## src/rtl/cpu_pkg.sv

```systemverilog
// Shared types for the multicycle CPU memory arbiter: FSM states, owner encoding, default latency.
// Optional build macro used by mem_arbiter: MEM_ARB_PERF_EN.
package cpu_pkg;

    typedef enum logic [1:0] {
        IDLE  = 2'd0,
        ISSUE = 2'd1,
        WAIT  = 2'd2,
        RESP  = 2'd3
    } arb_state_t;

    typedef logic owner_t;

    localparam owner_t OWN_IF = 1'b0;
    localparam owner_t OWN_DM = 1'b1;

    localparam int DEFAULT_LATENCY = 4;

endpackage

```

## src/rtl/arb_rr2.sv

```systemverilog
// Two-way round-robin picker between instruction fetch and data access.
// On a tie the requester that did not own the previous transaction wins.
module arb_rr2
    import cpu_pkg::*;
(
    input  logic   req_if,
    input  logic   req_dm,
    input  owner_t last_owner,
    output logic   gnt_valid,
    output owner_t gnt_owner
);

    // Pick the winner for this cycle.
    always_comb begin
        gnt_valid = req_if | req_dm;
        if (req_if && req_dm) begin
            gnt_owner = ~last_owner;
        end else if (req_dm) begin
            gnt_owner = OWN_DM;
        end else begin
            gnt_owner = OWN_IF;
        end
    end

endmodule

```

## src/rtl/mem_arbiter.sv

```systemverilog
// Arbitrates IF and DM accesses onto one fixed-latency single-port memory.
// Build macro MEM_ARB_PERF_EN adds saturating stall-cycle counters (if_wait_cnt, dm_wait_cnt).
module mem_arbiter
    import cpu_pkg::*;
#(
    parameter int ADDR_W  = 16,
    parameter int DATA_W  = 16,
    parameter int LATENCY = DEFAULT_LATENCY
) (
    input  logic              clk,
    input  logic              rst,
    input  logic              if_req,
    input  logic [ADDR_W-1:0] if_addr,
    output logic              if_ack,
    output logic [DATA_W-1:0] if_rdata,
    input  logic              dm_req,
    input  logic              dm_wr,
    input  logic [ADDR_W-1:0] dm_addr,
    input  logic [DATA_W-1:0] dm_wdata,
    output logic              dm_ack,
    output logic [DATA_W-1:0] dm_rdata,
    output logic              mem_en,
    output logic              mem_wr,
    output logic [ADDR_W-1:0] mem_addr,
    output logic [DATA_W-1:0] mem_wdata,
    input  logic [DATA_W-1:0] mem_rdata,
    output logic              stall_if,
    output logic              stall_dm
`ifdef MEM_ARB_PERF_EN
    ,
    output logic [31:0]       if_wait_cnt,
    output logic [31:0]       dm_wait_cnt
`endif
);

    localparam logic [3:0] CNT_LOAD = 4'(LATENCY - 1);

    arb_state_t        state_r;
    owner_t            owner_r;
    owner_t            last_owner_r;
    logic [3:0]        cnt_r;
    logic              gnt_valid_s;
    owner_t            gnt_owner_s;
    logic              gnt_wr_s;
    logic [ADDR_W-1:0] gnt_addr_s;
    logic [DATA_W-1:0] gnt_wdata_s;
    logic [DATA_W-1:0] capture_s;

    arb_rr2 u_rr (
        .req_if     (if_req),
        .req_dm     (dm_req),
        .last_owner (last_owner_r),
        .gnt_valid  (gnt_valid_s),
        .gnt_owner  (gnt_owner_s)
    );

    // Select the request fields of the winning requester; fetches never write.
    always_comb begin
        if (gnt_owner_s == OWN_DM) begin
            gnt_wr_s    = dm_wr;
            gnt_addr_s  = dm_addr;
            gnt_wdata_s = dm_wdata;
        end else begin
            gnt_wr_s    = 1'b0;
            gnt_addr_s  = if_addr;
            gnt_wdata_s = {DATA_W{1'b0}};
        end
    end

    // mem_wr holds the latched direction for the whole transaction, so writes return zero.
    always_comb begin
        if (mem_wr) begin
            capture_s = {DATA_W{1'b0}};
        end else begin
            capture_s = mem_rdata;
        end
    end

    // Transaction sequencer: grant, issue strobe, latency countdown, ack pulse.
    always_ff @(posedge clk or posedge rst) begin
        if (rst) begin
            state_r      <= IDLE;
            owner_r      <= OWN_IF;
            last_owner_r <= OWN_DM;
            cnt_r        <= 4'd0;
            mem_en       <= 1'b0;
            mem_wr       <= 1'b0;
            mem_addr     <= {ADDR_W{1'b0}};
            mem_wdata    <= {DATA_W{1'b0}};
            if_ack       <= 1'b0;
            dm_ack       <= 1'b0;
            if_rdata     <= {DATA_W{1'b0}};
            dm_rdata     <= {DATA_W{1'b0}};
        end else begin
            mem_en <= 1'b0;
            if_ack <= 1'b0;
            dm_ack <= 1'b0;
            case (state_r)
                IDLE: begin
                    if (gnt_valid_s) begin
                        owner_r   <= gnt_owner_s;
                        mem_en    <= 1'b1;
                        mem_wr    <= gnt_wr_s;
                        mem_addr  <= gnt_addr_s;
                        mem_wdata <= gnt_wdata_s;
                        state_r   <= ISSUE;
                    end
                end
                ISSUE: begin
                    cnt_r   <= CNT_LOAD;
                    state_r <= WAIT;
                end
                WAIT: begin
                    if (cnt_r != 4'd0) begin
                        cnt_r <= cnt_r - 4'd1;
                    end else begin
                        if (owner_r == OWN_IF) begin
                            if_ack   <= 1'b1;
                            if_rdata <= capture_s;
                        end else begin
                            dm_ack   <= 1'b1;
                            dm_rdata <= capture_s;
                        end
                        last_owner_r <= owner_r;
                        state_r      <= RESP;
                    end
                end
                RESP: begin
                    state_r <= IDLE;
                end
                default: begin
                    state_r <= IDLE;
                end
            endcase
        end
    end

    assign stall_if = if_req & ~if_ack;
    assign stall_dm = dm_req & ~dm_ack;

`ifdef MEM_ARB_PERF_EN
    // Saturating count of cycles each requester spends stalled.
    always_ff @(posedge clk or posedge rst) begin
        if (rst) begin
            if_wait_cnt <= 32'd0;
            dm_wait_cnt <= 32'd0;
        end else begin
            if (stall_if && (if_wait_cnt != 32'hFFFF_FFFF)) begin
                if_wait_cnt <= if_wait_cnt + 32'd1;
            end
            if (stall_dm && (dm_wait_cnt != 32'hFFFF_FFFF)) begin
                dm_wait_cnt <= dm_wait_cnt + 32'd1;
            end
        end
    end
`endif

endmodule
```

## config.mk

```make
export PLATFORM = sky130hd
export DESIGN_NAME = mem_arbiter
export DESIGN_NICKNAME = d
export VERILOG_FILES = /design/src/rtl/cpu_pkg.sv /design/src/rtl/arb_rr2.sv /design/src/rtl/mem_arbiter.sv
export SDC_FILE = /design/constraint.sdc
export NUM_CORES = 1
export LEC_CHECK = 0
export ABC_AREA = 1
export CAP_MARGIN = 40
export CELL_PAD_IN_SITES_DETAIL_PLACEMENT = 1
export CELL_PAD_IN_SITES_GLOBAL_PLACEMENT = 1
export CORE_ASPECT_RATIO = 0.9
export CORE_UTILIZATION = 30
export CTS_CLUSTER_DIAMETER = 40
export DETAILED_ROUTE_END_ITERATION = 10
export PLACE_DENSITY = 0.79
export SYNTH_ARGS = -nofsm -noshare
export SYNTH_HDL_FRONTEND = slang
export SYNTH_HIERARCHICAL = 1
export SYNTH_SLANG_ARGS = --single-unit
```

## constraint.sdc

```tcl
create_clock -name clk -period 5 [get_ports clk]
set_input_delay 0.75 -clock clk [delete_from_list [all_inputs] [get_ports clk]]
set_output_delay 0.75 -clock clk [all_outputs]
set_load 0.02 [all_outputs]
```

==> results.json <==
{
  "outcome": "finished, final reports clean",
  "synth_top_family_by_area": "simple AND/OR/NAND/NOR gates",
  "setup_viol": 0,
  "grt_max_degree": 53,
  "dr.pass1.iters": 4,
  "r2r-start": "owner_r",
  "place.port_buffers": 138,
  "pre_cts_slack_ns": 2.12,
  "path_clk_slew_ns": 0.06,
  "min_from": "cnt_r[0]",
  "fin_crit_sh_pct": 55.4,
  "reg2reg_slack_ns": 2.84,
  "ys_seq_elements": 76,
  "cp_max_fo": 3,
  "worst_slack_ns": 2.23,
  "worstPathRequired_ns": 4.25,
  "initial_core_util_pct": 31.1,
  "rows": 36,
  "internal_power_mw": 1.99,
  "pwr-share-comb_pct": 47.3,
  "fin_skew_ns": 0.0117,
  "holdWs_ns": 0.482,
  "final_cell_area_um2": 5160,
  "global_route.usage.total_pct": 19.1,
  "worst_pin_slew_ns": 0.738,
  "dp_cells": 673,
  "ir_worst_vdd_v": 0.000300,
  "antenna_found_initial": 0,
  "n_antenna_cell": 0,
  "yosys.area_share.simple_pct": 20.8,
  "h-tree-depth": 3,
  "critPathKind": "input port to output pin",
  "synth_area_um2": 3390,
  "gp_congestion": 0.721,
  "yosysUniqueCellTypes": 22,
  "final_cells": 689,
  "area_delta_synth_final_pct": 52.3,
  "rsz0062_at_grt": "false",
  "start_kind": "input port",
  "pin_count": 139,
  "min_path_type": "flip-flop to flip-flop",
  "reg2reg_depth": 4,
  "synthMuxAreaShare_pct": 0,
  "via_per_inst": 4.60,
  "p_clk_share_pct": 19.5,
  "final_common_cell": "clkdlybuf4s50_1",
  "arrival_ns": 2.02,
  "dp_hpwl_um": 7550,
  "ys_seq_area_share_pct": 56.2,
  "die_area_um2": 11700,
  "fmax_mhz": 361,
  "dpl_cell_area_um2": 4860,
  "fill_cells": 1300,
  "yosysWarnings": 6,
  "drv_slew": 0,
  "power_density_nw_per_um2": 655,
  "wl_um": 10800,
  "whs_endpoint": "cnt_r[0]",
  "syn_avg_cell_area_um2": 8.42,
  "overflow": 0,
  "routedWlPerCell_um": 15.7,
  "maxSlewHeadroom_pct": 50.8,
  "vias": 3167,
  "cts_hold_buf": 0,
  "ctsResizeCount": 0,
  "layout.nets": 607,
  "cellLeakagePower_nw": 2.28,
  "postCtsSetupRepairBufs": 0,
  "coreArea_um2": 10900,
  "switching_power_mw": 1.39,
  "design_power_total_mw": 3.38,
  "synth_nets": 477,
  "maxCapViolCount": 0,
  "cts-root-buf": "clkbuf_16",
  "mostFrequentLayoutCells": "138 x clkdlybuf4s50_1, 132 x nand2_1, 75 x dfrtp_1",
  "numCtsBuffers": 9,
  "post-route-util_pct": 47.3,
  "hold_violations": 0,
  "synthCells": 402,
  "synth-xor-area-share_pct": 0.259,
  "setup_tns_ns": 0,
  "p_seq_share_pct": 33.2,
  "grt_pass1_wl_um": 17300,
  "cts_buffer_depth": 2,
  "die_h_um": 103,
  "period_needed_ns": 2.77,
  "worstSkewPairLatency_ns": 0.33,
  "drive_above_1_share_pct": 4.66,
  "drc": 0,
  "synth-compound-area-share_pct": 13.5,
  "ant_nets": 0,
  "grt_pass1_vias": 3430,
  "endpoint_kind": "output pin",
  "synthAdderAreaFrac_pct": 2.22,
  "reg2reg_to": "dm_rdata[10]",
  "hold_depth": 1,
  "cts.sinks": 76,
  "swShare_pct": 41.2,
  "drtIter0Drc": 105,
  "cts_tree": "done",
  "die_w_um": 114
}
[power by group through the flow]
stage | Combinational (mW) | Clock, mW | Sequential, mW
2_1_floorplan | 0.580 | 0 | 1.38
3_3_place_gp | 1.55 | 0 | 1.12
3_5_place_dp | 1.61 | 0 | 1.13
4_1_cts | 1.62 | 0.675 | 1.13
5_1_grt | 1.75 | 0.703 | 1.16
6_report | 1.60 | 0.659 | 1.12
[routing by layer]
layer	GRT usage [%]	wire, um
met1	24.1	4710
met2	33.5	5600
met3	4.35	426
met4	4.50	59
met5	0	0
[layout make-up]
cell class              instances  area, um2  share of cell area [%]
well taps                     152        190                    3.69
inverters                      30        114                    2.21
clock inverters                 6       71.3                    1.38
multi-input cells             274       1250                    24.2
repair buffers                141       1400                    27.2
clock buffers                  10        229                    4.44
flip-flops and latches         76       1900                    36.9
[registers in the layout (all words and copies together), names as in the netlist]
signal        cells
dm_rdata         16
if_rdata         16
mem_addr         16
mem_wdata        16
cnt_r             4
state_r           2
dm_ack            1
if_ack            1
last_owner_r      1
mem_en            1
mem_wr            1
owner_r           1
[worst max path at each step]
stage | from | end | slack [ns] | depth (start not counted)
2_1_floorplan | rst | cnt_r[0] | 2.31 | 1
5_1_grt | if_req | stall_if | 2.15 | 4
3_5_place_dp | dm_req | mem_addr[4] | 2.12 | 7
3_3_place_gp | if_req | stall_if | 2.26 | 4
6_report | if_req | stall_if | 2.23 | 4
4_1_cts | if_req | stall_if | 2.23 | 4
[Yosys cell counts, drive strengths merged]
cell / n / area, um2
a21oi: 33 / 165
buf: 10 / 81.3
clkbuf: 12 / 46.3
clkinv: 2 / 7.51
dfrtp: 75 / 1880
dfstp: 1 / 26.3
ha: 6 / 75.1
inv: 28 / 105
nand2: 132 / 495
nand3: 4 / 32.5
nor2: 39 / 164
nor3: 1 / 5.00
o211ai: 1 / 7.51
o21ai: 55 / 275
o21bai: 1 / 7.51
or2: 1 / 6.26
xor2: 1 / 8.76
[worst max-delay path, cell delays in order]
cell and delay [ns]:
clkdlybuf4s50_1 0.52, inv_1 0.05, nor2_1 0.09, clkdlybuf4s50_1 0.61
[kinds of logic (layout without fill, tap and decap cells)]
logic type,Yosys count,after routing
simple gates,177,177
compound gates,90,90
flops,76,76
buf+inv,52,187
fa+ha+maj,6,6
xor+xnor,1,1
Note: power is estimated with default switching activity, not from simulation.
==> patch 1: new RTL, same flow settings <==
`DATA_W`: 16 -> 18.
--- a/src/rtl/mem_arbiter.sv
+++ b/src/rtl/mem_arbiter.sv
@@ -5,5 +5,5 @@
 #(
     parameter int ADDR_W  = 16,
-    parameter int DATA_W  = 16,
+    parameter int DATA_W  = 18,
     parameter int LATENCY = DEFAULT_LATENCY
 ) (
Ports: changed (5 resized); port bits go from 139 to 149. The function was not compared with the original's and may differ.
==> patch 1 against the unedited design <==
Area after synthesis up 7.8%; clock skew down 0.0044 ns; critical path depth down 3; die area up 7.7%; worst setup slack better by 0.0067 ns; design area up 8.6%; sequential cell count up 6; total power up 8.4%; wire length up 4.1%.
==> patch 1: results (changes against the unedited design) <==
status: "completed"
yosys.area_share.adder_pct: 2.056  # -0.16 points
synthesis.nets: 511  # +7.1%
wirelength_mm: 11.24  # +4.1%
grt_pass1_wl_mm: 18.43  # +6.5%
vdd_drop_max_uv: 381.2  # +27%
hpwl_mm: 8.008  # +6.1%
cp_top_family: "flip-flops"
track_usage_pct: 18.52  # -0.59 points
fin_nets: 651  # +7.2%
synth-xor-area-share_pct: 0.2399  # -0.019 points
dpl_cell_area_sq_um: 5266  # +8.4%
worst-slew-pin-transition_ns: 0.8684  # +0.1307 ns
drtIter0Drc: 140  # +33%
yosys-top-cells-area: "dfrtp_1 (56%), nand2_1 (15%), o21ai_0 (6.9%)"
reg_top3: "dm_rdata: 18 flops, if_rdata: 18 flops, mem_wdata: 18 flops"
globalplace.congestion: 0.7522  # +4.3%
instances_no_fill: 733  # +6.4%
cts_setup_buffers: 0  # unchanged
ys_top_cells_by_count: "nand2_1 (142), dfrtp_1 (81), o21ai_0 (50)"
ys_warn_count: 6  # unchanged
path_clk_slew_ns: 0.06  # about the same
grt_max_degree: 53  # unchanged
clock_skew_ns: 0.007320  # -0.004423 ns
power.switching_w: 0.001447  # +4.0%
syn-instance-count: 432  # +7.5%
ff2ff_path_depth: 6  # +2
synthMuxAreaShare_pct: 0  # unchanged
min_path_type: "flip-flop to flip-flop"
drive_gt1_share_pct: 5.893  # +1.2 points
cts_root_buf: "clkbuf_16"
post_cts_resized: 0  # unchanged
port_buffers: 148  # +7.2%
cp_slowest_cell: "dfrtp_1"
grt_pass1_vias: 3597  # +4.9%
pre_cts_ws_ns: 2.203  # +0.08592 ns
ys_types: 24  # +9.1%
dpl.cell_count: 717  # +6.5%
slowest_delay_ns: 0.91  # +0.30 ns
yosysSeqAreaShare_pct: 56.24  # about the same
synth_compound_area_share_pct: 13.71  # +0.26 points
vias: 3391  # +7.1%
clkLatencyLatePin_ns: 0.33  # about the same
hold_depth: 2  # +1
cp_max_fo: 20  # +17
p_leak_nw: 2.472  # +8.2%
==> patch 1: layer usage <==
| layer | vias up | global-route usage, % | wire length (microns) |
|---|---|---|---|
| met5 | - | 0 | 0 |
| met4 | 0 | 3.022 | 70 |
| met3 | 6 | 6.170 | 790 |
| met2 | 111 | 30.80 | 5288 |
| met1 | 1635 | 23.74 | 5087 |
| li1 | 1639 | - | - |
==> patch 1: final cells by class <==
type | instances | area, sq um
Tap cell | 156 | 195.2
Fill cell | 1363 | 6017
Sequential cell | 82 | 2053
Multi-Input combinational cell | 293 | 1349
Inverter | 33 | 125.1
Timing Repair Buffer | 153 | 1544
Clock inverter | 5 | 103.9
Clock buffer | 11 | 232.7
==> patch 1: power groups by stage <==
stage | registers (W) | logic, W | clock network [W]
floorplan | 0.00149 | 0.000583 | 0
global placement | 0.00119 | 0.00166 | 0
detailed placement | 0.00120 | 0.00174 | 0
CTS | 0.00120 | 0.00175 | 0.000768
global route | 0.00123 | 0.00187 | 0.000794
finish | 0.00119 | 0.00172 | 0.000751
==> patch 1: worst reg2reg max path: stages, from the launching register on <==
cell and delay, ns:
dfrtp_1 0.39, inv_1 0.11, ha_1 0.34, nand3_4 0.45, nor2_4 0.62, nand2_1 0.17
nand2_1 0.11
==> patch 1: path summary, 6_finish.rpt <==
check | start | end | slack [ns]
worst max-delay path | mem_wr | mem_wr | 2.23
worst min-delay path | mem_wdata[4] | mem_wdata[4] | 0.49
worst max register to register | state_r[0] | dm_rdata[2] | 2.74
worst min register to register | mem_wdata[4] | mem_wdata[4] | 0.49
max in group asynchronous | rst | last_owner_r | 3.29
min in group asynchronous | rst | dm_rdata[0] | 0.71
==> patch 2: new RTL, same settings <==
Without the edit above. Re-encode `arb_state_t` (4 states) as one-hot, 4 bits wide.
--- a/src/rtl/cpu_pkg.sv
+++ b/src/rtl/cpu_pkg.sv
@@ -3,9 +3,9 @@
 package cpu_pkg;
 
-    typedef enum logic [1:0] {
-        IDLE  = 2'd0,
-        ISSUE = 2'd1,
-        WAIT  = 2'd2,
-        RESP  = 2'd3
+    typedef enum logic [3:0] {
+        IDLE  = 4'b0001,
+        ISSUE = 4'b0010,
+        WAIT  = 4'b0100,
+        RESP  = 4'b1000
     } arb_state_t;
 
Function: same outputs for any inputs over 10 cycles, from zero or initial values and one cycle with rst high; not proved beyond that.
==> patch 2 against the unedited design <==
Wire length increased by 0.55%; clock power increased by 5.3%; sequential cell count increased by 2; worst setup slack got worse by 0.070 ns; design area increased by 4.1%; area after synthesis increased by 4.4%; cell count increased by 1.0%; count of clock-buffer cells in the layout increased by 1; global-route usage increased by 0.11 points; total power decreased by 3.6%; sequential power decreased by 4%; critical path type unchanged.
==> patch 2: results (changes against the unedited design) <==
cp_max_fo: 3  # unchanged
drtIter0Drc: 48  # -54%
drive_gt1_share_pct: 9.444  # +4.8 points
pre_cts_ws_ns: 2.151  # +0.03427 ns
antenna_found_initial: 0  # unchanged
maxCapViolations: 0  # unchanged
globalplace.congestion: 0.7322  # +1.5%
hpwl_mm: 7.667  # +1.6%
ys_types: 24  # +9.1%
vias: 3254  # +2.7%
synthMuxAreaShare_pct: 5.096  # +5.1 points
p_leak_nw: 2.344  # +2.6%
clock_skew_ns: 0.01063  # -0.001108 ns
arrival_ns: 2.09  # +0.07 ns
yosys.area_share.adder_pct: 0.3539  # -1.9 points
instances_no_fill: 696  # +1.0%
post_cts_resized: 0  # unchanged
wirelength_mm: 10.86  # +0.55%
yosysSeqAreaShare_pct: 55.27  # -0.94 points
grt_pass1_wl_mm: 18.00  # +4.0%
path_clk_slew_ns: 0.06  # about the same
cts_buffers: 9  # unchanged
antenna_cells: 0  # unchanged
clk_path_buf_depth: 2  # unchanged
synth_compound_area_share_pct: 10.05  # -3.4 points
cts_root_buf: "clkbuf_16"
dpl.cell_count: 680  # +1.0%
status: "completed"
grt_pass1_vias: 3579  # +4.3%
firstDrtPassIters: 4  # unchanged
cts_setup_buffers: 0  # unchanged
vdd_drop_max_uv: 244.8  # -18%
synth-xor-area-share_pct: 0.2477  # -0.011 points
min_path_type: "flip-flop to flip-flop"
relSlewSlack_pct: 44.13  # -6.7 points
grt_max_degree: 48  # -9.4%
fin_nets: 605  # -0.33%
ys_top_cells_by_count: "nand2_1 (127), dfrtp_1 (76), o21ai_0 (67)"
track_usage_pct: 19.22  # +0.11 points
ys.flop_type: "dfrtp_1"
port_buffers: 138  # unchanged
avgSynthCellArea_sq_um: 8.709  # +3.4%
dpl_cell_area_sq_um: 5054  # +4.0%
hold_depth: 2  # +1
synthesis.nets: 476  # -0.21%
fillers: 1327  # +2.1%
ff2ff_path_depth: 5  # +1
ys_warn_count: 6  # unchanged
cp_slowest_cell: "clkdlybuf4s50_1"
yosys-top-cells-area: "dfrtp_1 (54%), nand2_1 (13%), o21ai_0 (9.5%)"
synthArstFlopShare_pct: 100.0  # unchanged
clock_tree.htree_level_count: 3  # unchanged
slowest_delay_ns: 0.61  # about the same
clkLatencyLatePin_ns: 0.33  # about the same
patch 2: cell type report:
cell class | instances | area (sq um) | area share (%)
Clock inverter | 5 | 83.83 | 1.561
Tap cell | 156 | 195.2 | 3.635
Clock buffer | 11 | 232.7 | 4.334
Inverter | 31 | 117.6 | 2.190
Sequential cell | 78 | 1954 | 36.39
Multi-Input combinational cell | 274 | 1355 | 25.23
Timing Repair Buffer | 141 | 1431 | 26.65
patch 2: where the power goes:
group	total, W	internal (W)	switching, W
sequential	0.00107	0.000900	0.000168
clock	0.000694	0.000439	0.000255
combinational	0.00150	0.000622	0.000874
total	0.00326	0.00196	0.00130
patch 2: routing by layer:
metal	share of wire, %	global-route usage, %	vias up	routed length, microns
li1	-	-	1557	-
met5	0	0	-	0
met2	52	33.81	65	5651
met4	1.4	5.678	0	153
met1	43	23.51	1621	4693
met3	3.3	3.538	11	357
patch 2: worst paths after layout:
| path | startpoint | end | slack, ns |
|---|---|---|---|
| setup / recovery | if_req | stall_if | 2.16 |
| setup reg to reg | state_r[2] | mem_wdata[13] | 2.62 |
| min in group asynchronous | rst | dm_rdata[5] | 0.79 |
| hold reg to reg | dm_rdata[0] | dm_rdata[0] | 0.49 |
| max in group asynchronous | rst | cnt_r[0] | 3.19 |
| hold / removal | dm_rdata[0] | dm_rdata[0] | 0.49 |
patch 2: cell families (layout without fill, tap and decap cells):
| group | Yosys count | count (layout) |
|---|---|---|
| fa+ha+maj | 1 | 1 |
| compound gates | 71 | 71 |
| simple gates | 185 | 185 |
| flops | 78 | 78 |
| mux | 16 | 16 |
| buf+inv | 54 | 188 |
| xor+xnor | 1 | 1 |
patch 2: critical path: cells and delay by family:
kind | cells | cell delay, ns
buffers and inverters | 3 | 1.25
and+or+nand+nor | 1 | 0.08
